### src/rtl/mux2_arb_pkg.sv
// Shared types and constants for the two-requester mux2 round-robin arbiter.
package mux2_arb_pkg;

    // Channel ownership state: nobody, requester 0, or requester 1.
    typedef enum logic [1:0] {
        IDLE = 2'd0,
        OWN0 = 2'd1,
        OWN1 = 2'd2
    } state_t;

    // Smallest hold limit that still lets the counter express "one more cycle".
    localparam int HOLD_MAX_MIN = 2;

endpackage

### src/rtl/mux2.sv
// Existing single-bit 2:1 data mux: sel=1 routes d1, sel=0 routes d0.
module mux2 (
    input  logic d0,
    input  logic d1,
    input  logic sel,
    output logic z
);

    assign z = sel ? d1 : d0;

endmodule

### src/rtl/mux2_rr_arbiter.sv
// Two-requester round-robin arbiter that owns the select of a shared mux2.
// Grants, sel and preempt are registered; z is the combinational mux2 output.
// Optional feature macro: ARB_TIMEOUT_EN -- bounds how long one owner may hold
// the channel while the other side waits, revoking it with a preempt pulse.
module mux2_rr_arbiter
    import mux2_arb_pkg::*;
#(
    parameter int HOLD_MAX = 8
) (
    input  logic clk,
    input  logic rst_n,
    input  logic req0,
    input  logic req1,
    input  logic d0,
    input  logic d1,
    output logic gnt0,
    output logic gnt1,
    output logic sel,
    output logic z,
    output logic preempt
);

    state_t state_r;
    logic   last_r;
    logic   sel_r;
    logic   gnt0_r;
    logic   gnt1_r;
    logic   preempt_r;
    logic   owner_req_s;
    logic   other_req_s;
    logic   timeout_s;

    // Resolve the current owner's request and the competing request.
    always_comb begin
        owner_req_s = 1'b0;
        other_req_s = 1'b0;
        case (state_r)
            OWN0: begin
                owner_req_s = req0;
                other_req_s = req1;
            end
            OWN1: begin
                owner_req_s = req1;
                other_req_s = req0;
            end
            default: begin
                owner_req_s = 1'b0;
                other_req_s = 1'b0;
            end
        endcase
    end

`ifdef ARB_TIMEOUT_EN
    // Clamp keeps the counter at least one bit wide for degenerate settings.
    localparam int HOLD_EFF = (HOLD_MAX < HOLD_MAX_MIN) ? HOLD_MAX_MIN : HOLD_MAX;
    localparam int CNT_W    = $clog2(HOLD_EFF);

    logic [CNT_W-1:0] hold_cnt_r;

    assign timeout_s = owner_req_s && other_req_s &&
                       (hold_cnt_r == CNT_W'(HOLD_EFF - 1));

    // Count cycles the waiting side has been starved; restart on any handoff.
    always_ff @(posedge clk or negedge rst_n) begin
        if (!rst_n) begin
            hold_cnt_r <= {CNT_W{1'b0}};
        end else if (!other_req_s || !owner_req_s || timeout_s) begin
            hold_cnt_r <= {CNT_W{1'b0}};
        end else begin
            hold_cnt_r <= hold_cnt_r + {{(CNT_W-1){1'b0}}, 1'b1};
        end
    end
`else
    assign timeout_s = 1'b0;
`endif

    // Ownership FSM with registered grants, sticky sel and last-served flag.
    always_ff @(posedge clk or negedge rst_n) begin
        if (!rst_n) begin
            state_r   <= IDLE;
            last_r    <= 1'b1;
            sel_r     <= 1'b0;
            gnt0_r    <= 1'b0;
            gnt1_r    <= 1'b0;
            preempt_r <= 1'b0;
        end else begin
            preempt_r <= 1'b0;
            case (state_r)
                IDLE: begin
                    // On a tie the side not served last wins (last=1 favours req0).
                    if (req0 && (!req1 || last_r)) begin
                        state_r <= OWN0;
                        gnt0_r  <= 1'b1;
                        gnt1_r  <= 1'b0;
                        sel_r   <= 1'b0;
                    end else if (req1) begin
                        state_r <= OWN1;
                        gnt0_r  <= 1'b0;
                        gnt1_r  <= 1'b1;
                        sel_r   <= 1'b1;
                    end else begin
                        state_r <= IDLE;
                        gnt0_r  <= 1'b0;
                        gnt1_r  <= 1'b0;
                    end
                end
                OWN0: begin
                    if (req0 && !timeout_s) begin
                        state_r <= OWN0;
                    end else if (req1) begin
                        // Direct handoff, no idle bubble.
                        state_r   <= OWN1;
                        gnt0_r    <= 1'b0;
                        gnt1_r    <= 1'b1;
                        sel_r     <= 1'b1;
                        last_r    <= 1'b0;
                        preempt_r <= timeout_s;
                    end else begin
                        state_r <= IDLE;
                        gnt0_r  <= 1'b0;
                        gnt1_r  <= 1'b0;
                        last_r  <= 1'b0;
                    end
                end
                OWN1: begin
                    if (req1 && !timeout_s) begin
                        state_r <= OWN1;
                    end else if (req0) begin
                        state_r   <= OWN0;
                        gnt0_r    <= 1'b1;
                        gnt1_r    <= 1'b0;
                        sel_r     <= 1'b0;
                        last_r    <= 1'b1;
                        preempt_r <= timeout_s;
                    end else begin
                        state_r <= IDLE;
                        gnt0_r  <= 1'b0;
                        gnt1_r  <= 1'b0;
                        last_r  <= 1'b1;
                    end
                end
                default: begin
                    state_r <= IDLE;
                    gnt0_r  <= 1'b0;
                    gnt1_r  <= 1'b0;
                end
            endcase
        end
    end

    assign gnt0    = gnt0_r;
    assign gnt1    = gnt1_r;
    assign sel     = sel_r;
    assign preempt = preempt_r;

    mux2 u_mux2 (
        .d0  (d0),
        .d1  (d1),
        .sel (sel_r),
        .z   (z)
    );

endmodule

### config.mk
export PLATFORM = sky130hd
export DESIGN_NAME = mux2_rr_arbiter
export DESIGN_NICKNAME = d
export VERILOG_FILES = /design/src/rtl/mux2_arb_pkg.sv /design/src/rtl/mux2.sv /design/src/rtl/mux2_rr_arbiter.sv
export SDC_FILE = /design/constraint.sdc
export NUM_CORES = 1
export LEC_CHECK = 0
export ABC_CLOCK_PERIOD_IN_PS = 2000
export CORE_AREA = 8 8 45 47
export DETAILED_ROUTE_END_ITERATION = 8
export DIE_AREA = 0 0 53 55
export PLACE_DENSITY = 0.7
export SLEW_MARGIN = 20
export SYNTH_ARGS = -nofsm -noshare
export SYNTH_HDL_FRONTEND = slang
export SYNTH_HIERARCHICAL = 1
export SYNTH_SLANG_ARGS = --single-unit
### constraint.sdc
create_clock -name clk -period 2 [get_ports clk]
set_clock_uncertainty 0.2 [all_clocks]
set_input_delay 0.3 -clock clk [delete_from_list [all_inputs] [get_ports clk]]
set_output_delay 0.3 -clock clk [all_outputs]
set_load 0.05 [all_outputs]
==> Implementation_results.wiki <==
{| class="wikitable"
! Metric !! Value
|-
| Signal arrival time at the worst endpoint || 1660 ps
|-
| Effective utilization at floorplan || between 30% and 40%
|-
| Slowest cell on the critical path || clkdlybuf4s50_1
|-
| Root buf cell || clkbuf_4
|-
| Final #Nets || between 70 and 80
|-
| Proportion of synthesized flip-flops having asynchronous set or reset || 100.0%
|-
| Routed wire per std cell || between 10 and 15 um
|-
| Number of hold-slack violations in the final timing report || 0
|-
| Post-detailed-placement half-perimeter wirelength || 763.5 um
|-
| Largest net degree at the start of global routing || 10
|-
| Pre-CTS setup slack || roughly 8 ps
|-
| CTS H-tree lvls || 1
|-
| Routability congestion estimate from global placement || between 0.7 and 0.8
|-
| Leading register cell type out of synthesis || dfrtp_1
|-
| Mapped Cells || 51
|-
| Warnings from Yosys || 6
|-
| Critical path cell sequence || clkdlybuf4s50_1 -> nand2_4 -> a221oi_2 -> mux2_2
|-
| Share of final-layout standard cells stronger than drive strength 1 || between 20% and 30%
|-
| Register area share after synthesis || between 30% and 40%
|-
| Total gr overflow || 0
|-
| Fin crit share || 86.03%
|-
| Avg Cell Area, Syn || 8.930 um^2
|-
| Minimum clock period after layout || 1721 ps
|-
| CTS tree || done
|-
| Summed instance area of the synthesized netlist || 455.4 um^2
|-
| Die X || 53 um
|-
| 1st-iter DRT viols || 13
|-
| Hold bufs inserted after CTS || 0
|-
| Flip-flop and latch count after synthesis || 6
|-
| Reported max-cap violation count || 0
|-
| Sum of routed wire length over all layers || 929 um
|-
| Smallest setup slack after layout || 279.5 ps
|-
| IR drop worst, VDD || approximately 0.00058 V
|-
| Peak fanout along the critical path || 9
|-
| Initial antenna violation count || 0
|-
| Vias in the first global route || approximately 340
|-
| Die Outline Area || between 2000 and 3000 um^2
|-
| Chip height || roughly 55 um
|-
| Mean number of vias per cell || just under 5
|-
| Syn Nets || 63
|-
| Clock sink count || 6
|-
| Remaining design rule violation count || 0
|-
| I/O pin cnt || 11
|-
| Cell type contributing the most total cell area after synthesis || dfrtp_1
|-
| Post-CTS Setup Inserts || 0
|-
| Setup repair after global routing missed its margin || false
|-
| Remaining number of nets flagged by the antenna check after routing || 0
|-
| Upper clock frequency limit || slightly below 600 MHz
|-
| Final count of pins violating max slew || 0
|-
| Number of buffers between clock root and the deepest sink || 2
|-
| Critical Path Sink Type || register
|-
| First-pass GRT wire length || roughly 1400 um
|-
| Total Neg Setup Slack || 0 ps
|-
| Overall track demand over capacity in global routing || between 6 and 7%
|-
| Run status || complete, no violations
|-
| Required arrival time at the worst endpoint || approximately 1900 ps
|-
| Worst-path clk slew || around 50 ps
|-
| Crit Path Category || primary input to register
|-
| First-pass iteration count of the detailed router || 4
|-
| Synth unique cells || 24
|-
| Antenna diode instance count || 0
|-
| Worst setup SP type || primary input
|-
| Number of buffers added by the clock tree synthesis step || 3
|-
| Total power density per cell area || 1565 nW/um^2
|-
| Count of standard-cell rows || 14
|-
| Number of synthesized flops with an enable pin || 0
|-
| Class of the tightest hold or removal check || primary input to async pin
|-
| Core region area || 1384 um^2
|-
| Stage delay of the slowest cell on the critical path || 690 ps
|-
| Setup Viol. Count Final || 0
|-
| Cells resized by post-CTS repair || 0
|-
| Later-pin clock latency in the skew report || approximately 250 ps
|-
| Top post-synthesis cells by area || dfrtp_1, ha_1, a21oi_1
|-
| Area growth from synthesis to layout || 26.37%
|-
| Slack of the worst reg-to-reg path || just under 300 ps
|-
| Routed via count || 387
|-
| Number of I/O port buffers || 9
|-
| Share of the synthesized area in the top cell type || between 20% and 30%
|-
| Standby leakage power || between 0.2 and 0.3 nW
|}
cell usage after synthesis, drive strengths merged (2+ instances only):
| cell type | number |
|---|---|
| a21oi | 6 |
| buf | 2 |
| dfrtp | 5 |
| ha | 6 |
| inv | 5 |
| mux2 | 2 |
| nand2 | 8 |
| nor2 | 3 |
| o21ai | 4 |
worst paths after layout:
check / start / cells past startpoint / end
worst min-delay path: rst_n / 1 / sel
worst max-delay path: req0 / 4 / sel
worst max register to register: state_r[0] / 4 / sel
min in group clk: gnt1 / 2 / gnt1
worst min register to register: gnt1 / 2 / gnt1
max in group asynchronous: rst_n / 1 / last_r
power breakdown:
group | switching, mW | internal (mW)
registers | 0.0554 | 0.183
logic | 0.314 | 0.223
clock network | 0.0487 | 0.0759
total | 0.418 | 0.483
registers in the layout (all words and copies together) (netlist names):
register	count
sel	1
gnt0	1
last_r	1
gnt1	1
state_r	2
stage by stage:
step | utilization [%] | hold WS [ps] | total power, mW | instance area, um^2 | cells
4_1_cts | 41.59 | 95.75 | 0.9089 | 575.6 | 78
6_report | 41.59 | 91.83 | 0.9009 | 575.6 | 78
3_3_place_gp | 39.69 | 265.4 | 0.7738 | 549.3 | 74
3_5_place_dp | 39.69 | 274.1 | 0.7796 | 549.3 | 74
2_1_floorplan | - | -195.6 | 0.6369 | 455.4 | 51
5_1_grt | 41.59 | 104.8 | 0.9716 | 575.6 | 78
critical path, delay by kind of cell:
family,cells,cell delay (ps)
compound gates,1,240
mux,1,360
simple gates,1,70
buf+inv,1,690
logic make-up after synthesis:
group                      count (synthesis)  synth area share [%]
and+or+nand+nor                           14                 14.56
other                                      1                0.8234
buffers and inverters                      7                 8.240
DFF                                        6                 33.24
adders and majority gates                  6                 16.48
AOI/OAI and AO/OA                         15                 20.88
muxes                                      2                 5.768
area by class of cell:
type | count | area (um^2)
multi-input combinational | 38 | 266.5
clock buffer | 4 | 26.28
inverter | 5 | 18.77
tap | 16 | 20.02
sequential | 6 | 151.4
timing repair buffer | 9 | 92.59
fill | 148 | 808.3
routing by layer:
metal  GRT usage (%)  share of wire (%)
met4           1.293                  0
met1           6.585                 42
met5               0                  0
met3           5.080                7.9
met2           10.74                 50
cell usage in the layout, fill, tap and decap left out, types with 3 or more instances in the layout:
cell type and instances:
nand2_1 7, a21oi_1 6, ha_1 6, dfrtp_1 5, clkdlybuf4s50_1 5, inv_1 4
o21ai_0 3, nor2_1 3, clkbuf_4 3, buf_4 3
Note: power is estimated with default switching activity, not from simulation.
